==> src/rtl/prefix_adder_pipe.sv <==
// Pipelined Kogge-Stone adder/subtractor with a valid/ready stream interface.
// Optional macro PREFIX_ADDER_PIPE_OVF_EN adds the signed-overflow output out_ovf.
module prefix_adder_pipe #(
    parameter int WIDTH  = 32,
    parameter int STAGES = 1
) (
    input  logic             clk,
    input  logic             rst,
    input  logic             in_valid,
    output logic             in_ready,
    input  logic [WIDTH-1:0] in_a,
    input  logic [WIDTH-1:0] in_b,
    input  logic             in_cin,
    input  logic             in_sub,
    output logic             out_valid,
    input  logic             out_ready,
    output logic [WIDTH-1:0] out_sum,
    output logic             out_cout
`ifdef PREFIX_ADDER_PIPE_OVF_EN
    ,
    output logic             out_ovf
`endif
);
    localparam int LEVELS  = $clog2(WIDTH);
    localparam int STEP    = (LEVELS + STAGES) / (STAGES + 1);
    localparam int PLACED  = (STAGES < LEVELS / STEP) ? STAGES : LEVELS / STEP;
    localparam int SURPLUS = STAGES - PLACED;
    // Stage bundle layout: {valid, c0, half-sum, group P, group G}
    localparam int BW      = 3 * WIDTH + 2;

    logic adv_s;
    assign adv_s    = !out_valid || out_ready;
    assign in_ready = adv_s;

    logic             in_v_r;
    logic [WIDTH-1:0] a_r;
    logic [WIDTH-1:0] b_r;
    logic             c0_r;

    // Input register: B is conditioned and the carry-in adjusted for subtract on entry.
    always_ff @(posedge clk) begin
        if (rst) begin
            in_v_r <= 1'b0;
        end else if (adv_s) begin
            in_v_r <= in_valid;
        end
        if (adv_s && in_valid) begin
            a_r  <= in_a;
            b_r  <= in_sub ? ~in_b : in_b;
            c0_r <= in_cin ^ in_sub;
        end
    end

    for (genvar l = 0; l <= LEVELS; l++) begin : g_lvl
        localparam bit REG = (l > 0) && (l % STEP == 0) && (l / STEP <= STAGES);
        logic [WIDTH-1:0] g_s;
        logic [WIDTH-1:0] p_s;
        logic [WIDTH-1:0] hp_s;
        logic             c0_s;
        logic             v_s;
        logic [BW-1:0]    d_s;
        logic [BW-1:0]    q_s;

        if (l == 0) begin : g_pre
            assign hp_s = a_r ^ b_r;
            assign p_s  = hp_s;
            // Carry-in folded into bit 0 so group generates become carries directly.
            assign g_s  = (a_r & b_r) | {{(WIDTH-1){1'b0}}, hp_s[0] & c0_r};
            assign c0_s = c0_r;
            assign v_s  = in_v_r;
        end else begin : g_ks
            localparam int D = 2 ** (l - 1);
            logic [WIDTH-1:0] g_p;
            logic [WIDTH-1:0] p_p;
            assign {v_s, c0_s, hp_s, p_p, g_p} = g_lvl[l-1].q_s;
            for (genvar i = 0; i < WIDTH; i++) begin : g_bit
                if (i >= D) begin : g_cell
                    assign g_s[i] = g_p[i] | (p_p[i] & g_p[i-D]);
                    assign p_s[i] = p_p[i] & p_p[i-D];
                end else begin : g_pass
                    assign g_s[i] = g_p[i];
                    assign p_s[i] = p_p[i];
                end
            end
        end

        assign d_s = {v_s, c0_s, hp_s, p_s, g_s};

        if (REG) begin : g_reg
            // Prefix stage register: shifts on adv, only the valid bit is reset.
            always_ff @(posedge clk) begin
                if (rst) begin
                    q_s[BW-1] <= 1'b0;
                end else if (adv_s) begin
                    q_s[BW-1] <= d_s[BW-1];
                end
                if (adv_s && d_s[BW-1]) begin
                    q_s[BW-2:0] <= d_s[BW-2:0];
                end
            end
        end else begin : g_wire
            assign q_s = d_s;
        end
    end

    // Registers that do not fit the even spacing stack up after the last level.
    for (genvar s = 0; s <= SURPLUS; s++) begin : g_sur
        logic [BW-1:0] q_s;
        if (s == 0) begin : g_tap
            assign q_s = g_lvl[LEVELS].q_s;
        end else begin : g_reg
            // Surplus stage register, same shift/hold rules as the in-network ones.
            always_ff @(posedge clk) begin
                if (rst) begin
                    q_s[BW-1] <= 1'b0;
                end else if (adv_s) begin
                    q_s[BW-1] <= g_sur[s-1].q_s[BW-1];
                end
                if (adv_s && g_sur[s-1].q_s[BW-1]) begin
                    q_s[BW-2:0] <= g_sur[s-1].q_s[BW-2:0];
                end
            end
        end
    end

    logic [BW-1:0]    fin_s;
    logic [WIDTH:0]   c_s;
    logic [WIDTH-1:0] sum_s;
    logic             unused_s;
    assign fin_s    = g_sur[SURPLUS].q_s;
    assign c_s      = {fin_s[WIDTH-1:0], fin_s[BW-2]};
    assign sum_s    = fin_s[3*WIDTH-1:2*WIDTH] ^ c_s[WIDTH-1:0];
    assign unused_s = ^fin_s[2*WIDTH-1:WIDTH];

    // Output register: loads on adv when the final stage holds a valid result.
    always_ff @(posedge clk) begin
        if (rst) begin
            out_valid <= 1'b0;
            out_sum   <= {WIDTH{1'b0}};
            out_cout  <= 1'b0;
`ifdef PREFIX_ADDER_PIPE_OVF_EN
            out_ovf   <= 1'b0;
`endif
        end else if (adv_s) begin
            out_valid <= fin_s[BW-1];
            if (fin_s[BW-1]) begin
                out_sum  <= sum_s;
                out_cout <= c_s[WIDTH];
`ifdef PREFIX_ADDER_PIPE_OVF_EN
                out_ovf  <= c_s[WIDTH-1] ^ c_s[WIDTH];
`endif
            end
        end
    end
endmodule

==> config.mk <==
export PLATFORM = sky130hd
export DESIGN_NAME = prefix_adder_pipe
export DESIGN_NICKNAME = d
export VERILOG_FILES = /design/src/rtl/prefix_adder_pipe.sv
export SDC_FILE = /design/constraint.sdc
export NUM_CORES = 1
export LEC_CHECK = 0
export CAP_MARGIN = 5
export CORE_MARGIN = 4
export CORE_UTILIZATION = 45
export CTS_BUF_LIST = sky130_fd_sc_hd__clkbuf_8 sky130_fd_sc_hd__clkbuf_16
export CTS_CLUSTER_DIAMETER = 120
export DETAILED_ROUTE_END_ITERATION = 8
export PLACE_DENSITY_LB_ADDON = 0.2
export SKIP_LAST_GASP = 1
export SLEW_MARGIN = 20
export SYNTH_ARGS = -nofsm -noshare
export SYNTH_HDL_FRONTEND = slang
export SYNTH_SLANG_ARGS = --single-unit
==> constraint.sdc <==
create_clock -name clk -period 3.64 [get_ports clk]
set_input_delay 0.364 -clock clk [delete_from_list [all_inputs] [get_ports clk]]
set_output_delay 0.364 -clock clk [all_outputs]
set_load 0.03 [all_outputs]
==> results.yml <==
placed_design:
  globalplace.congestion: 0.8202
  dp_hpwl_mm: 12.40
  numPortBuffers: 104
  dp_cells: 981
clocking:
  post_cts_resized: 0
  cts_setup_buffers: 0
  insertion_delay_ps: 430
  clkSinkCount: 190
  cts_tree: "done"
  cts_root_buf: "clkbuf_16"
  cts-hold-fix-buffers: 0
  htreeDepth: 4
  clk_pin_slew_worst_paths_ps: 60
  cts_buffers: 17
  clock_path_buffers: 2
finish:
  fin_cells: 1013
  diodes: 0
  multi_input_area_um2: 2834
  nNetsFinal: 873
  seqCellArea_um2: 5345
  nFillCells: 1551
  syn2layout_area_growth_pct: 20.99
  layout-drive-gt1-share_pct: 5.740
sta:
  relSlewSlack_pct: 38.65
  fin_tns_setup_ps: 0
  post-route-period-util_pct: 56.27
  worstMarginPinSlew_ps: 920.2
  max_freq_mhz: 488.2
  finClkSkew_ps: 9.574
  finalSetupViolations: 0
  slew_viol_final: 0
  hold_viol: 0
  worst_hold_slack_ps: 451.8
  finalCriticalPeriod_ps: 2048
  rsz0062_at_grt: "no"
hold_path:
  holdPathEnd: "g_lvl[3].q_s[96]$_DFFE_PP_"
  holdPathStages: 0
  hold_path.class: "flip-flop to flip-flop"
  hp-start: "c0_r$_DFFE_PP_"
synthesis:
  avgSynthCellArea_um2: 12.59
  ys_ff_latch: 190
  synth-edff-count: 154
  yosysWarnings: 0
  ys.flop_type: "edfxtp_1"
  synth_top_area_cell: "edfxtp_1"
  ys_seq_area_share_pct: 63.73
  async_flop_share_pct: 0
  netlist_area_um2: 8387
  synth_top_area_share_pct: 55.14
  synth_cells: 666
  ys_types: 37
  synth_nets: 768
  ys_top_cells_by_area: "edfxtp_1 (55%), dfxtp_1 (8.6%), ha_1 (4.8%)"
floorplanning:
  die_w_um: 144.5
  die_h_um: 144.5
  row_count: 49
  dieArea_um2: 20890
  ios: 105
  start_util_pct: 46.21
  core-area_um2: 18150
worst_setup_path:
  crit_required_ps: 3280
  critPathCaptureType: "output pin"
  cpMostUsedCell: "clkdlybuf4s50_1"
  worstSetupPathType: "primary input to output pin"
  rr_worst_depth: 5
  path_cells: "clkdlybuf4s50_1 -> nand2b_4 -> clkdlybuf4s50_1"
  reg2reg_slack_ps: 1810
  r2r_end: "g_lvl[3].q_s[7]$_DFFE_PP_"
  critical_path_arrival_ps: 1680
  slowest_stage: "clkdlybuf4s50_1"
  cp-start-kind: "primary input"
  worstReg2RegStart: "a_r[4]$_DFFE_PP_"
  cpPeakStageDelay_ps: 690
  critPathMaxFanout: 8
route:
  post_drt_wl_per_cell_um: 16.66
  drt_wl_total_mm: 16.88
  via_count: 5458
  routed_via_density: 5.388
  drcViolationCount: 0
  first_iter_violations: 600
  ant_nets: 0
  first_pass_iters: 5
status:
  status: "finished clean"
power_and_ir_drop:
  internal_power_uw: 3739
  switching_share_pct: 24.70
  power_density_nw_per_um2: 489.3
  combinationalPowerShare_pct: 14.1
  seqPwrFrac_pct: 52.1
  p_leak_uw: 0.003577
  switchingPower_uw: 1226
  vdd_drop_max_mv: 0.3369
  pwr-share-clk_pct: 33.8
job:
  cap_violations: 0
global_routing:
  grt_antenna_before_repair: 0
  grt_max_degree: 74
  grt_pass1_wl_mm: 27.46
  grt_pass1_vias: 5285
  overflow: 0
  grtUsageTotal_pct: 17.07
## area by class of cell
cell class / count / area share (%)
Clock inverter: 11 / 0.5302
Timing Repair Buffer: 108 / 10.60
Clock buffer: 21 / 4.735
Inverter: 19 / 0.7028
Multi-Input combinational cell: 435 / 27.93
Tap cell: 229 / 2.824
Sequential cell: 190 / 52.68
## Yosys cell counts (11+ instances only)
cell type,n
nand2_1,61
edfxtp_1,154
nand3b_1,15
o21ai_0,34
xnor2_1,16
o21bai_1,11
a21oi_1,46
nand2b_1,15
inv_1,19
xor2_1,34
ha_1,32
nor2_1,52
dfxtp_1,36
nand3_1,16
o21a_1,12
nand4_1,20
## kinds of logic (layout without fill, tap and decap cells)
kind of cell	count (synthesis)	in the layout	synth area share, %
fa+ha+maj	32	32	4.774
buf+inv	41	159	2.521
flops	190	190	63.73
xor+xnor	50	50	5.222
simple gates	216	216	13.25
compound gates	136	136	10.38
mux	1	1	0.1194
## state kept, by name, indices dropped and copies added (netlist names)
signal,cells
b_r,32
g_lvl.v_s,1
out_cout,1
out_valid,1
g_lvl.q_s,90
a_r,32
c0_r,1
out_sum,32
## power by group through the flow
stage          Sequential, uW  Combinational, uW  Clock, uW
2_1_floorplan            2660                403          0
3_3_place_gp             2630                690          0
3_5_place_dp             2640                699          0
4_1_cts                  2590                704       1700
5_1_grt                  2600                778       1800
6_report                 2590                702       1680
## metrics by stage
step	utilization, %	setup WS [ps]	cell area [um2]	power (uW)
detailed placement	52.96	1331	9610	3334
global route	55.92	1551	10150	5177
floorplan	-	372.6	8387	3065
CTS	55.90	1578	10140	4998
global placement	52.96	1353	9610	3320
finish	55.92	1592	10150	4965
## worst max-delay path: cells and delay by family
| family | cells | cell delay [ps] |
|---|---|---|
| buf+inv | 2 | 1150 |
| simple gates | 1 | 170 |
## placed cells by master (no fill, tap or decap), types with 9 or more instances in the layout
cell	count
edfxtp_1	154
nand4_1	20
ha_1	32
xnor2_1	16
nand2_1	61
a21oi_1	46
nand3_1	16
nand3b_1	15
dfxtp_1	36
o21a_1	12
clkbuf_16	17
a211oi_2	9
inv_1	25
clkdlybuf4s50_1	102
nand2b_1	15
o21bai_1	11
nor3_1	10
nor2_1	52
xor2_1	34
o21ai_0	34
## worst max path at each step
stage	startpoint	end
floorplan	out_valid$_SDFFE_PP0N_	g_lvl[3].q_s[0]$_DFFE_PP_
global placement	out_ready	g_lvl[3].q_s[59]$_DFFE_PP_
detailed placement	out_ready	g_lvl[3].q_s[23]$_DFFE_PP_
CTS	out_ready	in_ready
global route	out_ready	in_ready
finish	out_ready	in_ready
## metal layers
layer	track usage (%)	up-vias	routed length, um
met5	0	-	0
met4	6.087	0	272
met3	3.638	21	1034
met2	24.46	186	7457
met1	25.70	2560	8115
li1	-	2691	-
No activity file was read; power rests on OpenSTA's default activity.
